## config.mk

```make
export PLATFORM = sky130hd
export DESIGN_NAME = bound_flasher_ctrl
export DESIGN_NICKNAME = d
export VERILOG_FILES = /design/src/rtl/bound_flasher_ctrl.sv
export SDC_FILE = /design/constraint.sdc
export NUM_CORES = 1
export LEC_CHECK = 0
export CAP_MARGIN = 5
export CORE_UTILIZATION = 35
export CTS_BUF_LIST = sky130_fd_sc_hd__clkbuf_4
export DETAILED_ROUTE_END_ITERATION = 6
export PLACE_DENSITY = 0.64
export SLEW_MARGIN = 0
export SYNTH_ARGS = -nofsm -noshare
export SYNTH_HDL_FRONTEND = slang
export SYNTH_SLANG_ARGS = --single-unit
```

## constraint.sdc

```tcl
create_clock -name div_clk -period 2.5 [get_ports div_clk]
set_clock_uncertainty 0.2 [all_clocks]
set_input_delay 0.375 -clock div_clk [delete_from_list [all_inputs] [get_ports div_clk]]
set_output_delay 0.375 -clock div_clk [all_outputs]
set_load 0.005 [all_outputs]
```

## src/rtl/bound_flasher_ctrl.sv

```systemverilog
// Purpose : sequencing controller for the 16-lamp bound flasher (on/off lamp walk with kickback at lamp 5 / lamp 10).
// Latency : one div_clk edge per lamp step; cur_st, lamps and seq_done are all registered.
// Backpressure: none; flick is level-sampled on every div_clk edge and only acted on in ST_INITIAL or at the kickback points.
//
// Ports:
//   div_clk  - divided system clock, all state updates on its rising edge
//   rst      - asynchronous, active-high reset
//   flick    - start / kickback request
//   cur_st   - current controller state
//   lamps    - thermometer-coded lamp drive, bit i = lamp i
//   seq_done - one-cycle pulse on the edge that returns to ST_INITIAL
module bound_flasher_ctrl #(
    parameter int N_LAMPS    = 16,
    parameter int LOW_BOUND  = 6,
    parameter int MID_BOUND  = 11,
    parameter int REST_BOUND = 5
) (
    input  logic               div_clk,
    input  logic               rst,
    input  logic               flick,
    output logic [2:0]         cur_st,
    output logic [N_LAMPS-1:0] lamps,
    output logic               seq_done
);

    typedef enum logic [2:0] {
        ST_INITIAL = 3'd0,
        ST_ON_5    = 3'd1,
        ST_OFF_0   = 3'd2,
        ST_ON_10   = 3'd3,
        ST_OFF_5   = 3'd4,
        ST_ON_15   = 3'd5,
        ST_OFF_ALL = 3'd6
    } state_t;

    // Boundary patterns: the lamp values at which the walk changes direction.
    localparam logic [N_LAMPS-1:0] LOW_PAT  = {{(N_LAMPS-LOW_BOUND){1'b0}},  {LOW_BOUND{1'b1}}};
    localparam logic [N_LAMPS-1:0] MID_PAT  = {{(N_LAMPS-MID_BOUND){1'b0}},  {MID_BOUND{1'b1}}};
    localparam logic [N_LAMPS-1:0] REST_PAT = {{(N_LAMPS-REST_BOUND){1'b0}}, {REST_BOUND{1'b1}}};
    localparam logic [N_LAMPS-1:0] FULL_PAT = {N_LAMPS{1'b1}};
    localparam logic [N_LAMPS-1:0] ZERO_PAT = {N_LAMPS{1'b0}};
    localparam logic [N_LAMPS-1:0] ONE_PAT  = {{(N_LAMPS-1){1'b0}}, 1'b1};

    state_t             state_nxt;
    logic [N_LAMPS-1:0] lamps_nxt;
    logic               done_nxt;
    logic [N_LAMPS-1:0] on_step;
    logic [N_LAMPS-1:0] off_step;
    logic               lamps_ok;

    assign on_step  = {lamps[N_LAMPS-2:0], 1'b1};
    assign off_step = {1'b0, lamps[N_LAMPS-1:1]};

    // A thermometer code plus one is a power of two, so it shares no set bit
    // with the original value; any gap in the ones breaks this.
    assign lamps_ok = ((lamps & (lamps + ONE_PAT)) == ZERO_PAT);

    // Transitions compare against lamps_nxt so the state flips on the same
    // edge that writes the boundary value.
    always_comb begin
        state_nxt = state_t'(cur_st);
        lamps_nxt = lamps;
        done_nxt  = 1'b0;

        if (cur_st == 3'd7 || !lamps_ok) begin
            // Corrupted register contents: resynchronise to idle.
            state_nxt = ST_INITIAL;
            lamps_nxt = ZERO_PAT;
        end else begin
            case (state_t'(cur_st))
                ST_INITIAL: begin
                    lamps_nxt = ZERO_PAT;
                    if (flick) state_nxt = ST_ON_5;
                end
                ST_ON_5: begin
                    lamps_nxt = on_step;
                    if (on_step == LOW_PAT) state_nxt = ST_OFF_0;
                end
                ST_OFF_0: begin
                    lamps_nxt = off_step;
                    if (off_step == ZERO_PAT) state_nxt = ST_ON_10;
                end
                ST_ON_10: begin
                    lamps_nxt = on_step;
                    // Kickback to zero at either bound while flick is high.
                    if (on_step == LOW_PAT && flick) begin
                        state_nxt = ST_OFF_0;
                    end else if (on_step == MID_PAT) begin
                        state_nxt = flick ? ST_OFF_0 : ST_OFF_5;
                    end
                end
                ST_OFF_5: begin
                    lamps_nxt = off_step;
                    if (off_step == REST_PAT) state_nxt = ST_ON_15;
                end
                ST_ON_15: begin
                    lamps_nxt = on_step;
                    if (on_step == MID_PAT && flick) begin
                        state_nxt = ST_OFF_5;
                    end else if (on_step == FULL_PAT) begin
                        state_nxt = ST_OFF_ALL;
                    end
                end
                ST_OFF_ALL: begin
                    lamps_nxt = off_step;
                    if (off_step == ZERO_PAT) begin
                        state_nxt = ST_INITIAL;
                        done_nxt  = 1'b1;
                    end
                end
                default: begin
                    state_nxt = ST_INITIAL;
                    lamps_nxt = ZERO_PAT;
                end
            endcase
        end
    end

    always_ff @(posedge div_clk or posedge rst) begin
        if (rst) begin
            cur_st   <= ST_INITIAL;
            lamps    <= ZERO_PAT;
            seq_done <= 1'b0;
        end else begin
            cur_st   <= state_nxt;
            lamps    <= lamps_nxt;
            seq_done <= done_nxt;
        end
    end

endmodule

```

Yosys cells after proc, flatten, opt, wreduce, memory -nomap -nowiden
Index checks and enable logic that the tools add are counted.
{ "totals": {"reg_bits": 20, "inputBits": 3, "output_inout_bits": 20, "elab_cells": 50} }
{ "op_classes": {"add_sub_neg": 1, "eq_ne": 18, "n_mux": 17, "bitwise": 1, "reduce_logical": 10} }
{ "ops": {"columns": ["op", "n"], "rows": [
  ["3-bit two-way mux", 11],
  ["16-bit logical NOT", 2],
  ["16-bit one-hot mux with 2 select lines", 1],
  ["15-bit by 5-bit == test with 1-bit output (second input constant)", 2],
  ["3-bit one-hot mux with 7 select lines", 1],
  ["16-bit by 1-bit adder with 16-bit output (second input constant)", 1],
  ["16-bit AND", 1],
  ["16-bit two-way mux", 1],
  ["15-bit by 10-bit == test with 1-bit output (second input constant)", 1],
  ["15-bit == test (second input constant)", 1],
  ["3-bit != test (second input constant)", 5],
  ["3-bit == test (second input constant)", 4],
  ["4-bit != test (second input constant)", 2],
  ["7-bit AND reduction", 1],
  ["3-bit by 2-bit == test with 1-bit output (second input constant)", 2],
  ["3-bit OR reduction", 2],
  ["3-bit by 1-bit == test with 1-bit output (second input constant)", 1],
  ["3-bit logical NOT", 1],
  ["1-bit two-way mux", 3],
  ["1-bit logical AND", 2],
  ["1-bit logical NOT", 1],
  ["1-bit logical OR", 1]
]} }

Longest topological paths before layout
Gate-level depths: netlist of the first run.
{ "logic_depth": {"depth_word": 7, "depth_mapped": 8, "mapped_depth_nobuf": 6} }

Worst setup path after synthesis of the first run
No wires, ideal clock.
{ "synth_path": {"path_kind": "register -> register", "start": "reg lamps[6]", "end": "reg cur_st[0]", "setup_time_ps": 129, "arrival_time_ps": 1894, "t_required_ps": 2171, "path_slack_ps": 278, "stages_incl_launch_ff": 7, "path_buffers": 0, "period_less_slack_ps": 2222, "cell_sequence": "dfrtp_1 -> or4_4 -> nor4_4 -> nand2_2 -> a22oi_4 -> a41o_2 -> a21oi_1"} }
{ "synth_between": {"elab_chain_cells": 7, "word_cells_on_any_way": 24, "cone_classes": "1 x add/sub; 11 x eq/ne; 4 x mux; 1 x bitwise; 7 x reduce/logical"} }
{ "synth_lines": {"columns": ["element", "line", "source"], "rows": [
  ["start: declaration", "22", "output logic [N_LAMPS-1:0] lamps,"],
  ["start signal: assignment", "126", "lamps <= lamps_nxt;"],
  ["16-bit by 1-bit adder with 16-bit output", "56", "assign lamps_ok = ((lamps & (lamps + ONE_PAT)) == ZERO_PAT);"],
  ["16-bit AND", "56", null],
  ["16-bit logical NOT", "56", null],
  ["1-bit logical NOT", "65", "if (cur_st == 3'd7 || !lamps_ok) begin"],
  ["1-bit logical OR", "65", null],
  ["4-bit != test (no source line) / 3-bit != test (equally long branches)", null, null],
  ["7-bit AND reduction (no source line)", null, null],
  ["end signal: assignment", "125", "cur_st <= state_nxt;"],
  ["end: declaration", "21", "output logic [2:0] cur_st,"]
]} }
Parallel ways exist; a longest one is shown, timed or not.
A chain may end at the register's enable or synchronous reset.

Final worst setup path of the first run
{ "layout_path": {"start": "reg lamps[10]", "end": "reg cur_st[2]"} }
The elaborated chain is that of the path after synthesis.

==> out/results.tsv, run 1 <==
stage	metric	value	unit
outcome	status	finished clean	
finish	fin_nets	180	
pwr	p_per_area	817	nW/um^2
critical_path	cp_top_family	simple AND/OR/NAND/NOR gates	
finish	fin_cells	221	
detailed_routing	ant_nets	0	
finish	mostFrequentLayoutCells	nand3_1 (32), clkdlybuf4s50_1 (22), dfrtp_1 (20)	
floorplan	die_h	62.6	um
cts	h-tree-depth	1	
grt	grtUsageMet2	0.314	
detailed_routing	vias_per_cell	6.02	
finish	multi_input_area	686	um^2
placed_design	dp_cells	218	
critical_path	critPathKind	reg -> reg	
cts	numCtsBuffers	3	
synth	syn_inst	150	
sta	drv_slew	0	
sta	finalHoldViolations	0	
synth	synth_cell_types	42	
cts	cts_hold_buf	0	
grt	track_usage	0.200	
synth	syn_area	1290	um^2
detailed_routing	route.detailed.wl_per_inst	16.6	um
critical_path	max_stage_delay	0.56	ns
grt	grt_pass1_vias	1269	
detailed_routing	drc_errors	0	
critical_path	worstPathMaxFanout	7	
sta	clock.fmax	423	MHz
grt	grt.overflow.total	0	
cts	cts_buffer_depth	2	
detailed_routing	dr.pass1.iters	5	
sta	fin_tns_setup	0	ns
placed_design	io_buffers	22	
pwr	p_leak	0.643	nW
cts	ctsResizeCount	0	
sta	finalCritPeriodShare	0.946	
synth	async_reset_ff_frac	1.00	
floorplan	start_util	0.377	
floorplan	die_w	62.6	um
critical_path	crit_chain	or3_2 -> nor4_1 -> nor3_1 -> a22oi_4 -> nand2_2 -> a211oi_2	
sta	rsz0062_at_grt	false	
cts	clk_pin_slew_worst_paths	0.11	ns
min_path	hold_path_class	in -> async	
finish	ff_latch_area	500	um^2
grt	grt_use_met1	0.285	
grt	antenna_found_initial	0	
finish	antenna_cells	0	
synth	ys_ff_latch	20	
run	cap_violations	0	
cts	cts_sinks	20	
placed_design	gp_congestion	0.968	
floorplan	core.rowCount	21	
pwr	power	1.31	mW
grt	top_usage_layer	met2	
critical_path	cp.required	2.52	ns
finish	areaGrowthSynthToFinish	24.3	%
sta	setup_violations	0	
detailed_routing	wirelength	3680	um
cts	cts_tree	done	
synth	yosysWarnings	0	
synth	synth_edf_count	0	
cts	worstSkewPairLatency	0.30	ns
grt	grt_pass1_wl	6240	um
finish	post_route_cells_drive_above_1_share	0.143	
detailed_routing	drt_iter0_drc	86	
grt	grt_start_max_net_pins	21	
detailed_routing	dr_total_vias	1330	
placed_design	place_hpwl	2540	um
sta	period_minus_slack	2.36	ns
critical_path	path_buf_inv	0	
floorplan	fp.coreArea	3420	um^2
grt	use_met3	0.0237	
finish	final_common_cell	nand3_1	
synth	syn_avg_cell_area	8.57	um^2
critical_path	start_kind	flip-flop	
pwr	ir_worst_vdd	305	uV
critical_path	critPathArrivalTime	2.38	ns
cts	cts_root_buffer	clkbuf_4	
cts	cts_setup_buffers	0	
finish	fillers	346	
synth	synth_seq_area_share	0.389	
critical_path	crit_path_end_kind	flip-flop	
critical_path	slowest_stage	or3_2	
synth	synth_top_flop_cell	dfrtp_1	
sta	slew-limit-headroom	0.479	
floorplan	ioPinCount	23	
floorplan	fp.dieArea	3920	um^2
synth	syn_nets	153	
sta	tightestPinTransition	0.780	ns
[per-stage QoR]
stage | setup slack [ns] | instance area, um^2 | util | hold slack (ns)
finish | 0.135 | 1600 | 0.468 | 0.303
global placement | 0.248 | 1580 | 0.462 | 0.411
floorplan | 0.278 | 1290 | - | 0.139
global route | 0.0349 | 1600 | 0.468 | 0.385
CTS | 0.158 | 1600 | 0.468 | 0.328
detailed placement | 0.175 | 1580 | 0.462 | 0.399
[worst reg2reg max path, cell delays in order, from the launching register on]
cell and delay, ns:
dfrtp_1 0.45, or3_2 0.56, nor4_1 0.40, nor3_1 0.13
a22oi_4 0.23, nand2_2 0.07, a211oi_2 0.23
[report_power, final]
group	switching (mW)	leakage (nW)	internal [mW]
Combinational	0.403	0.356	0.288
Sequential	0.0940	0.274	0.368
Clock	0.0974	0.0138	0.0562
Total	0.594	0.643	0.712
[cells in the mapped netlist (2+ instances only)]
library cell,instances,share of area
a21oi_1,19,0.074
and3_1,4,0.019
buf_4,2,0.012
clkbuf_1,5,0.015
clkbuf_8,2,0.021
dfrtp_1,20,0.39
inv_1,8,0.023
nand2_1,7,0.020
nand2_2,2,0.0097
nand3_1,32,0.12
nand4_1,4,0.019
nor2_1,10,0.029
nor3_1,4,0.016
o2111ai_1,2,0.014
or3_2,2,0.012
[cell type report]
type	count	share of cell area
inverter	8	0.0188
timing repair buffer	33	0.189
multi-input combinational	111	0.429
tap	46	0.0360
sequential	20	0.313
clock buffer	3	0.0141
[state kept, by name, indices dropped and copies added, names as in the netlist]
| register | flops |
|---|---|
| lamps | 16 |
| seq_done | 1 |
| cur_st | 3 |
[cells by family after synthesis]
logic type             Yosys count  share of synthesized area
AOI/OAI and AO/OA               39                      0.220
buffers and inverters           19                     0.0778
DFF                             20                      0.389
and+or+nand+nor                 72                      0.313
[routing by layer]
metal | part of all wire | up-vias | wire (um)
met3 | 0.067 | 4 | 247
met2 | 0.47 | 58 | 1720
met4 | 0.0073 | 0 | 27
met5 | 0 | - | 0
li1 | - | 614 | -
met1 | 0.46 | 654 | 1690
[worst paths after layout]
| kind | start | endpoint | slack, ns | cells after the start |
|---|---|---|---|---|
| max | lamps[10] | cur_st[2] | 0.14 | 6 |
| min | rst | lamps[4] | 0.30 | 2 |
| max reg2reg | lamps[10] | cur_st[2] | 0.14 | 6 |
| min reg2reg | lamps[14] | lamps[15] | 0.43 | 2 |
| max in group asynchronous | rst | lamps[14] | 1.31 | 2 |
| min in group div_clk | lamps[14] | lamps[15] | 0.43 | 2 |
Note: power is estimated with default switching activity, not from simulation.
==> inputs of run 2 (changes only) <==
--- a/config.mk
+++ b/config.mk
@@ -6,6 +6,7 @@
 export NUM_CORES = 1
 export LEC_CHECK = 0
 export CAP_MARGIN = 5
+export CORE_MARGIN = 2
 export CORE_UTILIZATION = 35
 export CTS_BUF_LIST = sky130_fd_sc_hd__clkbuf_4
 export DETAILED_ROUTE_END_ITERATION = 6
==> run 2 against run 1 <==
Register-to-register slack worse by 0.02 ns. Largest cell class unchanged. Via count is 1.1% higher. Global-route usage is 1.0 points lower. Flip-flop and latch count stayed put. Final area is 2.0% higher. First-iteration DRC count is 7.0% higher. Hold slack worse by 0.14 ns. Clock power is 79% higher. Core utilization is 1.6 points lower. Die area is 6.5% higher. Setup slack worse by 0.016 ns. Critical path type unchanged. Power is 12% higher.
==> out/results.tsv, run 2 (same netlist as run 1, synthesis figures left out) <==
stage	metric	value	unit
cts	cts_setup_buffers	0	
cts	cts_root_buffer	clkbuf_4	
critical_path	max_stage_delay	0.56	ns
placed_design	dp_cells	220	
sta	rsz0062_at_grt	false	
sta	period_minus_slack	2.38	ns
sta	fin_ws	0.119	ns
pwr	power	1.46	mW
detailed_routing	drc_errors	0	
pwr	ir_worst_vdd	414	uV
cts	cts_tree	done	
sta	finalHoldViolations	0	
grt	grt.overflow.total	0	
detailed_routing	met3WireLength	186	um
pwr	p_leak	0.658	nW
cts	cts_sinks	20	
finish	fin_nets	180	
finish	post_route_cells_drive_above_1_share	0.148	
finish	stdcell_area	1630	um^2
grt	grt_pass1_vias	1334	
placed_design	placed_area	1580	um^2
critical_path	start_kind	flip-flop	
detailed_routing	dr_total_vias	1344	
detailed_routing	vias_per_cell	6.00	
cts	cts_buffer_depth	2	
sta	drv_slew	0	
finish	final_common_cell	nand3_1	
floorplan	fp.dieArea	4180	um^2
finish	mostFrequentLayoutCells	nand3_1 (32), clkdlybuf4s50_1 (22), dfrtp_1 (20)	
grt	grt_pass1_wl	6270	um
pwr	sw_frac_of_total	0.420	
cts	worstSkewPairLatency	0.32	ns
detailed_routing	wl_met2	1810	um
sta	tightestPinTransition	0.635	ns
critical_path	critPathArrivalTime	2.40	ns
floorplan	start_util	0.357	
finish	areaGrowthSynthToFinish	26.8	%
grt	track_usage	0.190	
finish	fin_cells	224	
finish	antenna_cells	0	
sta	slew-limit-headroom	0.576	
run	cap_violations	0	
critical_path	crit_chain	or3_2 -> nor3_1 -> a31oi_1 -> a22oi_4 -> a41o_2 -> a21oi_1	
critical_path	cp.required	2.52	ns
cts	cts_hold_buf	0	
detailed_routing	met1_length	1570	um
grt	grt_start_max_net_pins	21	
cts	numCtsBuffers	3	
floorplan	die_h	64.6	um
detailed_routing	dr.pass1.iters	4	
pwr	intPower	845	uW
detailed_routing	ant_nets	0	
pwr	combPwrFrac	0.508	
outcome	status	finished clean	
finish	regMostFlops	lamps	
critical_path	crit_path_end_kind	flip-flop	
placed_design	place_hpwl	2620	um
critical_path	slowest_stage	or3_2	
placed_design	dpl_worst_slack	0.150	ns
detailed_routing	wirelength	3680	um
floorplan	die_w	64.6	um
detailed_routing	drt_iter0_drc	92	
cts	h-tree-depth	1	
grt	antenna_found_initial	0	
floorplan	core.rowCount	22	
finish	utilization	0.452	
sta	clock.fmax	420	MHz
sta	fin_tns_setup	0	ns
detailed_routing	top_layer_used	met4	
detailed_routing	route.detailed.wl_per_inst	16.4	um
sta	setup_violations	0	
critical_path	worstPathMaxFanout	7	
pwr	clkPwrFrac	0.190	
cts	ctsResizeCount	0	
pwr	seqPwrFrac	0.302	
sta	finalCritPeriodShare	0.952	
critical_path	critPathKind	reg -> reg	
min_path	hold_path_class	in -> async	
cts	clk_pin_slew_worst_paths	0.13	ns
pwr	power.switching	613	uW
floorplan	ioPinCount	23	
finish	largest_register_ffs	16	
placed_design	io_buffers	22	
finish	top_regs	lamps: 16 flops, cur_st: 3 flops, seq_done: 1 flops	
pwr	p_per_area	894	nW/um^2
placed_design	gp_congestion	0.925	
sta	worst_hold_slack	0.161	ns
floorplan	fp.coreArea	3610	um^2
## run 2: path summary, 6_finish.rpt
| path | startpoint | endpoint | slack (ns) | depth (start not counted) |
|---|---|---|---|---|
| setup reg to reg | lamps[10] | cur_st[0] | 0.12 | 6 |
| max in group asynchronous | rst | lamps[5] | 1.70 | 3 |
| hold reg to reg | lamps[10] | lamps[11] | 0.43 | 2 |
| setup / recovery | lamps[10] | cur_st[0] | 0.12 | 6 |
| hold / removal | rst | cur_st[0] | 0.16 | 3 |
| min in group div_clk | lamps[10] | lamps[11] | 0.43 | 2 |
## run 2: metal layers
metal,vias up,GRT usage
li1,622,-
met1,653,0.242
met2,54,0.319
met3,15,0.0226
met4,0,0.0957
met5,-,0
## run 2: final cells by class
class	instances	area, um^2
Timing Repair Buffer	33	303
Clock inverter	1	30.0
Fill cell	351	1970
Clock buffer	3	22.5
Multi-Input combinational cell	111	686
Inverter	8	30.0
Tap cell	48	60.1
Sequential cell	20	500
## run 2: power groups by stage
stage	Clock [mW]	Sequential (mW)	Combinational, mW
after floorplan	0	0.417	0.490
after global placement	0	0.447	0.718
after detailed placement	0	0.447	0.731
after CTS	0.278	0.439	0.735
after global routing	0.289	0.450	0.805
final	0.276	0.441	0.741
## run 2: worst max-delay path: cells and delay by family (launching register included)
| family | cells | cell delay [ns] |
|---|---|---|
| AO/OA/AOI/OAI | 4 | 0.75 |
| flip-flops | 1 | 0.46 |
| AND/OR/NAND/NOR | 2 | 0.89 |
